### src/rtl/float_pkg.sv
// Shared types and helpers for the binary32 float datapath.
// Simplified number model: hidden bit always 1, no special values.
package float_pkg;

    localparam logic [7:0] EXP_BIAS  = 8'd127;
    localparam int         MANT_W    = 23;
    localparam int         DIV_ITERS = 25;

    typedef enum logic [1:0] {
        IDLE,
        DIVIDE,
        DONE
    } state_t;

    typedef struct packed {
        logic       sign;
        logic [7:0] ea;
        logic [7:0] eb;
    } div_hdr_t;

    // Normalise a 25-bit quotient in [0.5, 2) into a truncated binary32
    // word; every discarded bit and the remainder jam into the LSB.
    function automatic logic [31:0] pack_quot(
        input div_hdr_t    hdr,
        input logic [24:0] q,
        input logic        sticky
    );
        logic [MANT_W-1:0] mant;
        logic [7:0]        exp;
        if (q[24]) begin
            mant = {q[23:2], q[1] | q[0] | sticky};
            exp  = hdr.ea - hdr.eb + EXP_BIAS;
        end else begin
            mant = {q[22:1], q[0] | sticky};
            exp  = hdr.ea - hdr.eb + EXP_BIAS - 8'd1;
        end
        return {hdr.sign, exp, mant};
    endfunction

endpackage

### src/rtl/float_divider_div_step.sv
// One restoring-division step: compare, conditionally subtract, shift.
// Produces one quotient bit per call.
module mantissa_div_step
    import float_pkg::*;
(
    input  logic [24:0] r,
    input  logic [23:0] d,
    output logic        qbit,
    output logic [24:0] r_next
);

    logic [23:0] diff;

    // When r >= d the difference is below d, so 24 bits hold it exactly.
    assign qbit   = (r >= {1'b0, d});
    assign diff   = r[23:0] - d;
    assign r_next = qbit ? {diff, 1'b0} : {r[23:0], 1'b0};

endmodule

### src/rtl/float_divider.sv
// Sequential binary32 divider: 25 restoring iterations, one bit per clock,
// with a Start/Busy/Done handshake.
module float_divider
    import float_pkg::*;
(
    input  logic        Clk,
    input  logic        Rst_n,
    input  logic        Start,
    input  logic [31:0] Dividend,
    input  logic [31:0] Divisor,
    output logic        Busy,
    output logic        Done,
    output logic [31:0] Result
);

    localparam logic [4:0] LAST_BIT = 5'(DIV_ITERS - 1);

    state_t      state;
    logic [4:0]  count;
    logic [24:0] rem;
    logic [23:0] dmant;
    logic [24:0] quot;
    div_hdr_t    hdr;

    logic        qbit;
    logic [24:0] rem_next;
    logic [24:0] quot_next;

    mantissa_div_step u_step (
        .r      (rem),
        .d      (dmant),
        .qbit   (qbit),
        .r_next (rem_next)
    );

    always_comb begin
        quot_next        = quot;
        quot_next[count] = qbit;
    end

    always_ff @(posedge Clk or negedge Rst_n) begin
        if (!Rst_n) begin
            state  <= IDLE;
            count  <= '0;
            rem    <= '0;
            dmant  <= '0;
            quot   <= '0;
            hdr    <= '0;
            Busy   <= 1'b0;
            Done   <= 1'b0;
            Result <= '0;
        end else begin
            Done <= 1'b0;
            unique case (state)
                IDLE, DONE: begin
                    if (Start) begin
                        hdr.sign <= Dividend[31] ^ Divisor[31];
                        hdr.ea   <= Dividend[30:23];
                        hdr.eb   <= Divisor[30:23];
                        rem      <= {2'b01, Dividend[MANT_W-1:0]};
                        dmant    <= {1'b1, Divisor[MANT_W-1:0]};
                        quot     <= '0;
                        count    <= LAST_BIT;
                        Busy     <= 1'b1;
                        state    <= DIVIDE;
                    end else begin
                        state <= IDLE;
                    end
                end
                DIVIDE: begin
                    quot <= quot_next;
                    rem  <= rem_next;
                    if (count == 5'd0) begin
                        // Final bit lands this edge; sticky is the final remainder.
                        Result <= pack_quot(hdr, quot_next, |rem_next);
                        Busy   <= 1'b0;
                        Done   <= 1'b1;
                        state  <= DONE;
                    end else begin
                        count <= count - 5'd1;
                    end
                end
                default: state <= IDLE;
            endcase
        end
    end

endmodule

### config.mk
export PLATFORM = sky130hd
export DESIGN_NAME = float_divider
export DESIGN_NICKNAME = d
export VERILOG_FILES = /design/src/rtl/float_pkg.sv /design/src/rtl/float_divider_div_step.sv /design/src/rtl/float_divider.sv
export SDC_FILE = /design/constraint.sdc
export NUM_CORES = 1
export LEC_CHECK = 0
export CAP_MARGIN = 0
export CORE_MARGIN = 3
export CORE_UTILIZATION = 60
export DETAILED_ROUTE_END_ITERATION = 12
export PLACE_DENSITY_LB_ADDON = 0.3
export SETUP_SLACK_MARGIN = 0.2
export SYNTH_ARGS = -nofsm -noshare
export SYNTH_HDL_FRONTEND = slang
export SYNTH_HIERARCHICAL = 1
export SYNTH_SLANG_ARGS = --single-unit
### constraint.sdc
create_clock -name Clk -period 4.9 [get_ports Clk]
set_input_delay 0.49 -clock Clk [delete_from_list [all_inputs] [get_ports Clk]]
set_output_delay 0.49 -clock Clk [all_outputs]
set_load 0.005 [all_outputs]
==> metrics.md, run 1 <==
| Metric | Value |
|---|---|
| Critical R2R Capture | `Result[0]` |
| Number of DRC violations after detailed routing | `0` |
| Sw power | `3.78 mW` |
| Floorplan row count | `41` |
| Post-Syn Area per Cell | `8.63 µm²` |
| Post-detail-place hpwl | `12700 µm` |
| Num ports | `101` |
| Final weighted congestion in routability-driven placement | `0.931` |
| First element of the critical path | `rem[18]` |
| Synthesis warning total | `6` |
| R2R cell count | `14` |
| Fraction of final layout cells with drive strength greater than 1 | `0.114` |
| Full die area | `15000 µm²` |
| EDFF count, synth | `0` |
| Antenna Violating Nets Remaining | `0` |
| Setup TNS | `0 ns` |
| Data required time of the worst path | `5.19 ns` |
| Final clock skew | `0.00891 ns` |
| Routed wire length | `18700 µm` |
| Maximum buffer depth of the clock tree | `2` |
| Crit start category | `flop` |
| Post-synthesis to final-layout area growth | `20.1%` |
| Max Transition Viols Final | `0` |
| Number of vias per cell after detailed routing | `5.69` |
| Sum of overflow across all layers after global routing | `0` |
| Final #Nets | `1137` |
| Worst-Margin Slew | `0.950 ns` |
| Vias in the first global route | `6536` |
| Static Leakage | `4.48 nW` |
| Number of flip-flops and latches in the synthesized netlist | `131` |
| Period minus WS final | `4.25 ns` |
| Logic pwr share | `0.623` |
| Clock tree sinks | `131` |
| Initial drt markers | `544` |
| Post-synthesis sequential area ratio | `0.404` |
| # setup viols final | `0` |
| Routed via count | `6878` |
| End point of the critical path | `Result[0]` |
| Core region area | `12900 µm²` |
| Synth async-reset ratio | `1.00` |
| Clock tree from TritonCTS | `built` |
| Total routing usage reported by global routing | `0.262` |
| Pin count of the biggest net entering global routing | `76` |
| Synthesized Nets | `1052` |
| Clock Latency Late Sink | `0.42 ns` |
| Final hold violation count | `0` |
| Worst R2R Setup Slack | `0.65 ns` |
| Number of buffers added on ports | `100` |
| Post-route core utilization | `0.754` |
| Cell Int Power | `4.56 mW` |
| Post-DR wirelength/cell | `15.5 µm` |
| Sequential cell fraction of total power | `0.227` |
| Startpoint of the lowest-slack register-to-register path | `rem[18]` |
| Worst VDD drop | `0.501 mV` |
| Tcrit/Tclk final | `0.867` |
| Global-route wire length before repair | `31300 µm` |
| Clk slew on worst S/H paths | `0.05 ns` |
| Clock share of power | `0.150` |
| Worst endpoint data arrival time | `4.53 ns` |
| Die extent in x | `122 µm` |
| Power density over the cells | `855 nW/µm²` |
| Post-cts resize count | `0` |
| Cell at the root of the clock tree | `sky130_fd_sc_hd__clkbuf_16` |
| Unique cell type count in the Yosys netlist | `73` |
| Number of iterations in the first detailed-routing pass | `6` |
| Critical path endpoint category | `flop` |
| Unrepaired setup endpoints after global routing | `no` |
| Number of H-tree branching levels | `4` |
| Max FO, Critical Path | `8` |
| Inserted Clock Buffers | `17` |
| WS Path Type | `flop to flop` |
| Relative slew slack | `0.367` |
| Hold/Removal Path Class | `primary input to asynchronous set/reset pin` |
| Cells after Synth | `941` |
| Net switching share of the total power | `0.454` |
| Achievable clock frequency | `235 MHz` |
| Most frequently used flop master after synthesis | `sky130_fd_sc_hd__dfrtp_1` |
| Starting Density | `0.628` |
| Number of inserted diodes | `0` |
| Max-cap viol count | `0` |
| Run status | `complete, no violations` |
| Die Height | `122 µm` |
| Antenna violations before repair | `0` |
| Synthesized area | `8120 µm²` |
[layer usage]
metal | up-vias | GRT usage | part of all wire
met5 | - | 0 | 0
met4 | 0 | 0.0973 | 0.023
met3 | 31 | 0.0544 | 0.063
met2 | 225 | 0.401 | 0.45
met1 | 3226 | 0.368 | 0.47
li1 | 3396 | - | -
[area by class of cell]
cell class | instances | area [µm²]
repair buffers | 115 | 1110
flip-flops and latches | 131 | 3280
well taps | 172 | 215
multi-input cells | 715 | 4400
inverters | 46 | 175
fillers | 976 | 3180
clock buffers | 25 | 495
clock inverters | 5 | 75.1
[kinds of logic after synthesis]
| family | count (synthesis) | synth area share |
|---|---|---|
| xor gates and xnor gates | 30 | 0.0324 |
| AOI/OAI and AO/OA | 206 | 0.177 |
| and+or+nand+nor | 392 | 0.203 |
| DFF | 131 | 0.404 |
| adders and majority gates | 44 | 0.0697 |
| muxes | 41 | 0.0538 |
| other | 1 | 0.000462 |
| buffers and inverters | 96 | 0.0596 |
[state kept, by name, summed over array words and instances, names as in the netlist]
register	cells
hdr	17
state	2
quot	24
Done	1
Result	32
rem	25
Busy	1
dmant	24
count	5
[cells in the mapped netlist, types with 3 or more instances]
master                     instances  area, µm²
sky130_fd_sc_hd__buf_4             3       22.5
sky130_fd_sc_hd__o21a_1            8       60.1
sky130_fd_sc_hd__o21ai_1           4       20.0
sky130_fd_sc_hd__ha_1             42        526
sky130_fd_sc_hd__buf_2             5       25.0
sky130_fd_sc_hd__nor2_1           58        218
sky130_fd_sc_hd__o21ai_2          36        315
sky130_fd_sc_hd__nor2b_1           5       31.3
sky130_fd_sc_hd__dfrtp_1         131       3280
sky130_fd_sc_hd__a21oi_1          18       90.1
sky130_fd_sc_hd__mux2i_1          22        220
sky130_fd_sc_hd__a31oi_1          24        150
sky130_fd_sc_hd__nor3_1           14       70.1
sky130_fd_sc_hd__o31a_1            4       35.0
sky130_fd_sc_hd__a22o_1            3       26.3
sky130_fd_sc_hd__nor4_1            8       50.1
sky130_fd_sc_hd__o31ai_1           6       45.0
sky130_fd_sc_hd__xor2_1           11       96.3
sky130_fd_sc_hd__xnor2_1          19        166
sky130_fd_sc_hd__nand2b_1          9       56.3
sky130_fd_sc_hd__or3_1             3       18.8
sky130_fd_sc_hd__nand2_1         266        998
sky130_fd_sc_hd__clkbuf_1         29        109
sky130_fd_sc_hd__nand3_1           8       40.0
sky130_fd_sc_hd__o41ai_1           3       26.3
sky130_fd_sc_hd__a311oi_1          3       26.3
sky130_fd_sc_hd__mux2_2           18        203
sky130_fd_sc_hd__o21ai_0          58        290
sky130_fd_sc_hd__buf_6            10        113
sky130_fd_sc_hd__a211oi_1          5       37.5
sky130_fd_sc_hd__inv_1            44        165
sky130_fd_sc_hd__and3_1            4       25.0
sky130_fd_sc_hd__a21o_1           11       82.6
[placed cells by master (no fill, tap or decap), types with 4 or more instances in the layout]
cell	Yosys	layout
sky130_fd_sc_hd__xnor2_1	19	19
sky130_fd_sc_hd__nand3_1	8	8
sky130_fd_sc_hd__nand2b_1	9	7
sky130_fd_sc_hd__nor2_1	58	58
sky130_fd_sc_hd__nand2_1	266	266
sky130_fd_sc_hd__a21o_1	11	11
sky130_fd_sc_hd__dfrtp_1	131	131
sky130_fd_sc_hd__xor2_1	11	11
sky130_fd_sc_hd__a21oi_1	18	18
sky130_fd_sc_hd__nor4_1	8	8
sky130_fd_sc_hd__a31oi_1	24	24
sky130_fd_sc_hd__o31a_1	4	4
sky130_fd_sc_hd__clkbuf_1	29	4
sky130_fd_sc_hd__ha_1	42	42
sky130_fd_sc_hd__mux2_2	18	18
sky130_fd_sc_hd__and3_1	4	4
sky130_fd_sc_hd__o21ai_1	4	4
sky130_fd_sc_hd__o21ai_2	36	36
sky130_fd_sc_hd__o21a_1	8	8
sky130_fd_sc_hd__mux2i_1	22	22
sky130_fd_sc_hd__nor2b_1	5	4
sky130_fd_sc_hd__clkbuf_16	0	17
sky130_fd_sc_hd__nor3_1	14	14
sky130_fd_sc_hd__o31ai_1	6	6
sky130_fd_sc_hd__buf_4	3	15
sky130_fd_sc_hd__a211oi_1	5	5
sky130_fd_sc_hd__clkbuf_8	0	4
sky130_fd_sc_hd__inv_1	44	44
sky130_fd_sc_hd__o21ai_0	58	58
sky130_fd_sc_hd__clkdlybuf4s50_1	0	99
[power by group through the flow]
stage	Clock, mW	Sequential (mW)	Combinational (mW)
final	1.25	1.89	5.20
after CTS	1.26	1.89	5.08
after global routing	1.30	1.95	5.78
after detailed placement	0	1.90	5.01
after global placement	0	1.88	4.91
after floorplan	0	1.81	3.98
[worst min-delay path by stage]
stage                from   endpoint  slack (ns)  depth (start not counted)
floorplan           Rst_n       Busy        0.19                          0
global placement    Rst_n  dmant[17]        0.38                          1
detailed placement  Rst_n  dmant[17]        0.38                          1
CTS                 Rst_n  dmant[17]        0.47                          2
global route        Rst_n  dmant[17]        0.50                          2
finish              Rst_n  dmant[17]        0.47                          2
[stage by stage]
| step | total power [mW] | instances | setup slack [ns] | instance area [µm²] | hold WS, ns |
|---|---|---|---|---|---|
| floorplan | 5.79 | 941 | 1.55 | 8120 | 0.194 |
| global placement | 6.78 | 1174 | 0.736 | 9140 | 0.378 |
| detailed placement | 6.91 | 1174 | 0.612 | 9140 | 0.376 |
| CTS | 8.22 | 1205 | 0.415 | 9720 | 0.469 |
| global route | 9.03 | 1209 | 0.432 | 9750 | 0.497 |
| finish | 8.34 | 1209 | 0.653 | 9750 | 0.470 |
[repair_timing]
action / 4_1_cts / 5_1_grt
setup endpoints to repair: 0 / 1
hold buffers: 1 / 0
hold endpoints to repair: 18 / 0
setup buffers: 0 / 3
[critical path, cell delays in order, from the launching register on]
cell                       delay [ns]
sky130_fd_sc_hd__dfrtp_1         0.40
sky130_fd_sc_hd__ha_1            0.43
sky130_fd_sc_hd__a21oi_2         0.20
sky130_fd_sc_hd__o21ai_0         0.17
sky130_fd_sc_hd__a311o_1         0.36
sky130_fd_sc_hd__a311oi_1        0.46
sky130_fd_sc_hd__a21boi_4        0.26
sky130_fd_sc_hd__buf_4           0.17
sky130_fd_sc_hd__buf_4           0.17
sky130_fd_sc_hd__o21ai_2         0.09
sky130_fd_sc_hd__or4_1           0.55
sky130_fd_sc_hd__nor4_1          0.38
sky130_fd_sc_hd__nand4_1         0.16
sky130_fd_sc_hd__a41oi_1         0.23
sky130_fd_sc_hd__o21ai_2         0.07
(Power assumes the default switching activity.)
==> run 2: changes to the inputs <==
- HOLD_SLACK_MARGIN: default -> 0.15
==> results of run 2 <==
Final layout, timing and power as in run 1 (identical DEF).
